## config.mk

```make
export PLATFORM = sky130hd
export DESIGN_NAME = my_arb2x16_flat
export DESIGN_NICKNAME = d
export VERILOG_FILES = /design/src/rtl/my_arb2x16_pkg.sv /design/src/rtl/my_arb2x16_if.sv /design/src/rtl/my_mux16.sv /design/src/rtl/my_arb2x16.sv /design/src/flat_wrapper.sv
export SDC_FILE = /design/constraint.sdc
export NUM_CORES = 1
export LEC_CHECK = 0
export ABC_CLOCK_PERIOD_IN_PS = 2300
export BUFFER_PORTS_ARGS = -buffer_cell sky130_fd_sc_hd__buf_2
export CELL_PAD_IN_SITES_DETAIL_PLACEMENT = 0
export CELL_PAD_IN_SITES_GLOBAL_PLACEMENT = 1
export CORE_ASPECT_RATIO = 0.5
export CORE_MARGIN = 2
export CORE_UTILIZATION = 25
export DETAILED_ROUTE_END_ITERATION = 10
export GPL_ROUTABILITY_DRIVEN = 0
export GPL_TIMING_DRIVEN = 0
export PLACE_DENSITY_LB_ADDON = 0.2
export SYNTH_ARGS = -nofsm -noshare
export SYNTH_HDL_FRONTEND = slang
export SYNTH_HIERARCHICAL = 1
export SYNTH_SLANG_ARGS = --single-unit
```

## constraint.sdc

```tcl
create_clock -name clk -period 2.3 [get_ports clk]
set_input_delay 0.46 -clock clk [delete_from_list [all_inputs] [get_ports clk]]
set_output_delay 0.46 -clock clk [all_outputs]
set_load 0.03 [all_outputs]
```

## src/rtl/my_arb2x16_pkg.sv

```systemverilog
// Shared definitions for the my_arb2x16 two-input arbiter.
// Holds the data width, the run-counter width, the EMPTY/FULL output-stage
// state encoding and the saturating run-counter helper.
package my_arb2x16_pkg;

  localparam int unsigned DataWidth = 16;
  localparam int unsigned RunWidth  = 4;

  // Output stage state: EMPTY means no beat held, FULL means out_valid is high.
  localparam logic [0:0] StEmpty = 1'b0;
  localparam logic [0:0] StFull  = 1'b1;

  typedef logic [DataWidth-1:0] data_t;
  typedef logic [RunWidth-1:0]  run_t;

  // Consecutive-grant count, saturating at the burst limit.
  function automatic run_t run_next(run_t run, run_t burst);
    return (run >= burst) ? burst : run + 1'b1;
  endfunction

endpackage

```

## src/rtl/my_arb2x16_if.sv

```systemverilog
// Handshake bundle for my_arb2x16: two requester channels (valid/data/ready)
// and one registered output channel (valid/data/ready/src).
// Modports:
//   master - requester/consumer side (drives in*_valid, in*_data, out_ready)
//   slave  - arbiter side (drives in*_ready, out_valid, out_data, out_src)
interface my_arb2x16_if;
  import my_arb2x16_pkg::*;

  logic  in0_valid;
  data_t in0_data;
  logic  in0_ready;
  logic  in1_valid;
  data_t in1_data;
  logic  in1_ready;
  logic  out_valid;
  data_t out_data;
  logic  out_ready;
  logic  out_src;

  modport master (
    output in0_valid, in0_data, in1_valid, in1_data, out_ready,
    input  in0_ready, in1_ready, out_valid, out_data, out_src
  );

  modport slave (
    input  in0_valid, in0_data, in1_valid, in1_data, out_ready,
    output in0_ready, in1_ready, out_valid, out_data, out_src
  );

endinterface

```

## src/rtl/my_mux16.sv

```systemverilog
// Gate-level 16-bit 2:1 multiplexer.
// Ports:
//   in1 - selected when sel = 0
//   in2 - selected when sel = 1
//   sel - select
//   out - selected word
module my_mux16 (
  input  wire [15:0] in1,
  input  wire [15:0] in2,
  input  wire        sel,
  output wire [15:0] out
);

  wire sel_n;

  not u_inv (sel_n, sel);

  for (genvar i = 0; i < 16; i++) begin : g_bit
    wire a;
    wire b;
    and u_and_a (a, in1[i], sel_n);
    and u_and_b (b, in2[i], sel);
    or  u_or    (out[i], a, b);
  end

endmodule

```

## src/rtl/my_arb2x16.sv

```systemverilog
// Two-requester, 16-bit arbiter with a single registered output stage.
// Grants alternate between requesters after at most BURST consecutive grants
// to one while the other waits; a lone requester is granted every cycle.
// Ports:
//   clk   - clock, rising edge
//   reset - asynchronous active-high reset
//   bus   - my_arb2x16_if.slave: requester channels 0/1 and output channel
//   cnt0, cnt1 - per-requester accepted-beat counters (only when the macro
//                MY_ARB2X16_CNT_EN is defined)
// Parameter BURST: max consecutive grants under contention, 1..15.
module my_arb2x16
  import my_arb2x16_pkg::*;
#(
  parameter int unsigned BURST = 2
) (
  input logic        clk,
  input logic        reset,
  my_arb2x16_if.slave bus
`ifdef MY_ARB2X16_CNT_EN
  ,
  output logic [DataWidth-1:0] cnt0,
  output logic [DataWidth-1:0] cnt1
`endif
);

  localparam run_t BurstRun = run_t'(BURST);

  logic       state_q, state_d;
  data_t      data_q, data_d;
  logic       src_q, src_d;
  logic       last_q, last_d;
  run_t       run_q, run_d;

  logic       load;
  logic       grant;
  logic       grant_vld;
  logic       xfer;
  data_t      sel_data;

  my_mux16 u_mux (
    .in1 (bus.in0_data),
    .in2 (bus.in1_data),
    .sel (grant),
    .out (sel_data)
  );

  always_comb begin
    grant     = 1'b0;
    grant_vld = 1'b1;
    unique case ({bus.in1_valid, bus.in0_valid})
      2'b01:   grant = 1'b0;
      2'b10:   grant = 1'b1;
      // Contention: stay with the last winner until its run hits the limit.
      2'b11:   grant = (run_q < BurstRun) ? last_q : ~last_q;
      default: grant_vld = 1'b0;
    endcase
  end

  assign load          = (state_q == StEmpty) | bus.out_ready;
  assign xfer          = load & grant_vld & ~reset;
  assign bus.in0_ready = xfer & ~grant;
  assign bus.in1_ready = xfer & grant;

  always_comb begin
    state_d = state_q;
    data_d  = data_q;
    src_d   = src_q;
    last_d  = last_q;
    run_d   = run_q;
    if (xfer) begin
      state_d = StFull;
      data_d  = sel_data;
      src_d   = grant;
      if (grant == last_q) begin
        run_d = run_next(run_q, BurstRun);
      end else begin
        last_d = grant;
        run_d  = run_t'(1);
      end
    end else if (bus.out_ready) begin
      state_d = StEmpty;
    end
  end

  always_ff @(posedge clk or posedge reset) begin
    if (reset) begin
      state_q <= StEmpty;
      data_q  <= '0;
      src_q   <= 1'b0;
      // last=1 with a saturated run makes the first contention go to requester 0.
      last_q  <= 1'b1;
      run_q   <= BurstRun;
    end else begin
      state_q <= state_d;
      data_q  <= data_d;
      src_q   <= src_d;
      last_q  <= last_d;
      run_q   <= run_d;
    end
  end

  assign bus.out_valid = (state_q == StFull);
  assign bus.out_data  = data_q;
  assign bus.out_src   = src_q;

`ifdef MY_ARB2X16_CNT_EN
  data_t cnt0_q, cnt0_d;
  data_t cnt1_q, cnt1_d;

  always_comb begin
    cnt0_d = cnt0_q;
    cnt1_d = cnt1_q;
    if (bus.in0_ready) cnt0_d = cnt0_q + 16'd1;
    if (bus.in1_ready) cnt1_d = cnt1_q + 16'd1;
  end

  always_ff @(posedge clk or posedge reset) begin
    if (reset) begin
      cnt0_q <= '0;
      cnt1_q <= '0;
    end else begin
      cnt0_q <= cnt0_d;
      cnt1_q <= cnt1_d;
    end
  end

  assign cnt0 = cnt0_q;
  assign cnt1 = cnt1_q;
`endif

endmodule
```

## src/flat_wrapper.sv

```systemverilog
// flat-port wrapper written by rule: the top's interface ports become plain ports
module my_arb2x16_flat import my_arb2x16_pkg::*;
#(
  parameter int unsigned BURST = 2
)
  (clk, reset, bus_in0_valid, bus_in0_data, bus_in1_valid, bus_in1_data, bus_out_ready, bus_in0_ready, bus_in1_ready, bus_out_valid, bus_out_data, bus_out_src);
  my_arb2x16_if bus_i ();
  input logic clk;
  input logic reset;
  input wire logic [$bits(bus_i.in0_valid)-1:0] bus_in0_valid;
  input wire logic [$bits(bus_i.in0_data)-1:0] bus_in0_data;
  input wire logic [$bits(bus_i.in1_valid)-1:0] bus_in1_valid;
  input wire logic [$bits(bus_i.in1_data)-1:0] bus_in1_data;
  input wire logic [$bits(bus_i.out_ready)-1:0] bus_out_ready;
  output wire logic [$bits(bus_i.in0_ready)-1:0] bus_in0_ready;
  output wire logic [$bits(bus_i.in1_ready)-1:0] bus_in1_ready;
  output wire logic [$bits(bus_i.out_valid)-1:0] bus_out_valid;
  output wire logic [$bits(bus_i.out_data)-1:0] bus_out_data;
  output wire logic [$bits(bus_i.out_src)-1:0] bus_out_src;
  assign bus_i.in0_valid = bus_in0_valid;
  assign bus_i.in0_data = bus_in0_data;
  assign bus_i.in1_valid = bus_in1_valid;
  assign bus_i.in1_data = bus_in1_data;
  assign bus_i.out_ready = bus_out_ready;
  assign bus_in0_ready = bus_i.in0_ready;
  assign bus_in1_ready = bus_i.in1_ready;
  assign bus_out_valid = bus_i.out_valid;
  assign bus_out_data = bus_i.out_data;
  assign bus_out_src = bus_i.out_src;
  my_arb2x16 #(.BURST(BURST)) u_core (.clk(clk), .reset(reset), .bus(bus_i));
endmodule
```

==> results.py <==
metrics = {
    "clock_tree": {
        "h-tree-depth": 1,
        "path_clk_slew_ns": 0.08,
        "clock_latency_ns": 0.26,
        "ctsRootBufferMaster": "clkbuf_8",
        "cts_hold_buf": 0,
        "cts_tree": "yes",
        "cts_inserted_buffers": 3,
        "post_cts_buffers": 0,
        "clock_path_buffers": 2,
        "cts.sinks": 23,
    },
    "sta": {
        "skew_ns": 0.00183,
        "tightest_slew_ns": 0.903,
        "fin_setup_tns_ns": 0,
        "setup_violations": 0,
        "min_period_ns": 2.21,
        "period_share": 0.963,
        "fmax_mhz": 452,
        "maxSlewHeadroom": 0.397,
        "report.final.slew_viol_count": 0,
        "worst_slack_ns": 0.0859,
        "finalHoldViolCount": 0,
    },
    "floorplan": {
        "placementRows": 18,
        "initial_core_util": 0.265,
        "dieArea_sq_um": 5980,
        "ios": 57,
        "die_h_um": 55.7,
        "fp.dieW_um": 107,
        "core_area_sq_um": 5040,
    },
    "critical_path": {
        "crit_end": "bus_in0_ready",
        "arrival_ns": 1.75,
        "critical_path_class": "reg -> out",
        "cp.required_ns": 1.84,
        "r2r_cells": 7,
        "cp_max_fo": 5,
        "crit_chain": "or3_1 -> o211ai_4 -> and2_1 -> buf_2",
        "end_kind": "output port",
        "reg2reg_from": "u_core/run_q[3]$_DFFE_PP0P_",
        "r2r_end": "u_core/bus.out_data[11]$_DFFE_PP0P_",
        "cp-start-kind": "flop",
        "rrSetupSlack_ns": 0.12,
        "slowest_delay_ns": 0.45,
        "crit_slowest_cell": "or3_1",
        "startpoint": "u_core/run_q[3]$_DFFE_PP0P_",
    },
    "global_route": {
        "antenna_found_initial": 0,
        "grt_max_degree": 24,
        "grt_usage": 0.0927,
        "grt_pass1_wl_mm": 4.43,
        "grt_pass1_vias": 938,
        "globalRouteOverflowTotal": 0,
    },
    "logic_synthesis": {
        "synthCells": 92,
        "seq_area_frac_synth": 0.433,
        "synth_nets": 131,
        "ys_types": 28,
        "synth_seq_cells": 23,
        "avgSynthCellArea_sq_um": 14.5,
        "synth_warnings": 6,
        "netlist_area_sq_um": 1340,
    },
    "cells_and_area": {
        "final_common_cell": "buf_2",
        "mostFrequentLayoutCells": "buf_2 (56), dfrtp_1 (21), mux2_4 (19)",
        "design_area_sq_um": 1760,
        "n_antenna_cell": 0,
        "drive_above_1_share": 0.691,
        "nNetsFinal": 192,
        "area_growth_pct": 31.7,
    },
    "place": {
        "post-dp-hpwl_mm": 2.05,
        "placed_area_sq_um": 1700,
        "dp_slack_ns": 0.0929,
        "io_buffers": 56,
    },
    "pwr": {
        "max-vdd-ir-drop_v": 0.000317,
        "powerDensity_nw_per_um2": 934,
        "power_leakage_nw": 0.854,
    },
    "routing": {
        "wl_mm": 2.71,
        "route.detailed.drc": 0,
        "vias_per_cell": 4.17,
        "ant_nets": 0,
        "wl_per_cell_um": 12.2,
        "vias": 926,
        "first_iter_violations": 13,
        "drtPass1Iterations": 3,
    },
    "run_status": {
        "status": "completed",
    },
    "job": {
        "drv_cap": 0,
    },
    "min_path": {
        "hold_class": "in -> async",
    },
}
## cells by family (layout without fill, tap and decap cells)
group | after synthesis | in the layout | synth area share
and+or+nand+nor | 11 | 11 | 0.0562
DFF | 23 | 23 | 0.433
buffers and inverters | 9 | 69 | 0.0618
AOI/OAI and AO/OA | 14 | 14 | 0.0984
adders and majority gates | 2 | 2 | 0.0187
muxes | 33 | 33 | 0.332
## synth_stat cells
library cell,n,area [sq um]
a22oi_1,1,7.51
mux2_2,14,158
a22o_1,1,8.76
o311ai_0,1,8.76
mux2_4,19,285
a32o_1,1,10.0
o211ai_2,1,12.5
nor2_4,1,11.3
nor3b_1,1,7.51
dfstp_2,2,52.6
or2b_1,2,15.0
a221oi_2,1,15.0
ha_1,2,25.0
or2_0,1,6.26
and2_1,2,12.5
nor2b_1,1,6.26
o21ai_0,4,20.0
a211oi_1,2,15.0
inv_1,4,15.0
or3_1,1,6.26
a2111oi_2,1,15.0
clkbuf_2,1,5.00
nor4_1,1,6.26
buf_12,2,40.0
dfrtp_1,21,526
nor2_1,1,3.75
buf_6,2,22.5
o21bai_4,1,18.8
## area by class of cell
type                    instances  area [sq um]
flip-flops and latches         23           578
clock inverters                 1          5.00
well taps                      70          87.6
clock buffers                   3          41.3
repair buffers                 56           280
multi-input cells              60           683
inverters                       4          15.0
fillers                       530          3290
plain buffers                   5          67.6
## per-layer routing
layer	vias up	wire length (um)	GRT usage
met4	0	20	0.0165
met2	19	1370	0.160
li1	453	-	-
met1	452	1200	0.116
met3	2	128	0.0293
met5	-	0	0
## state kept, by name, summed over array words and instances (netlist names)
register,cells
u_core/run_q,4
u_core/bus.out_data,16
u_core/bus.out_valid,1
u_core/last_q,1
u_core/bus.out_src,1
## power breakdown
| part | internal [mW] | leakage, nW | switching [mW] | total (mW) |
|---|---|---|---|---|
| clock network | 0.121 | 0.0255 | 0.129 | 0.250 |
| logic | 0.362 | 0.558 | 0.419 | 0.781 |
| registers | 0.533 | 0.270 | 0.0777 | 0.610 |
| total | 1.02 | 0.854 | 0.626 | 1.64 |
## worst max-delay path, delay by kind of cell (launching register included)
kind            cells  cell delay, ns
buf+inv             1            0.19
compound gates      1            0.28
flops               1            0.41
simple gates        2            0.61
## worst min-delay path by stage
| stage | slack (ns) | endpoint | cells past startpoint | from |
|---|---|---|---|---|
| after global placement | 0.49 | u_core/bus.out_data[13]$_DFFE_PP0P_ | 1 | u_core/bus.out_data[13]$_DFFE_PP0P_ |
| after global routing | 0.50 | u_core/bus.out_data[1]$_DFFE_PP0P_ | 2 | reset |
| after floorplan | 0.46 | u_core/bus.out_data[0]$_DFFE_PP0P_ | 1 | reset |
| after CTS | 0.44 | u_core/bus.out_data[14]$_DFFE_PP0P_ | 2 | reset |
| final | 0.39 | u_core/run_q[2]$_DFFE_PP0P_ | 2 | reset |
| after detailed placement | 0.49 | u_core/bus.out_data[10]$_DFFE_PP0P_ | 1 | u_core/bus.out_data[10]$_DFFE_PP0P_ |
## per-stage QoR
| stage | power (mW) | hold WS (ns) | util | std cells |
|---|---|---|---|---|
| global placement | 1.39 | 0.487 | 0.338 | 218 |
| floorplan | 1.19 | 0.460 | - | 92 |
| finish | 1.64 | 0.395 | 0.348 | 222 |
| CTS | 1.66 | 0.442 | 0.347 | 222 |
| global route | 1.74 | 0.498 | 0.348 | 222 |
| detailed placement | 1.40 | 0.490 | 0.338 | 218 |
## repair_timing
action                                  CTS  global route
endpoints found under the setup margin    0             1
resized for setup                         0             2
hold endpoints to repair                  0             0
No activity file was read; power rests on OpenSTA's default activity.
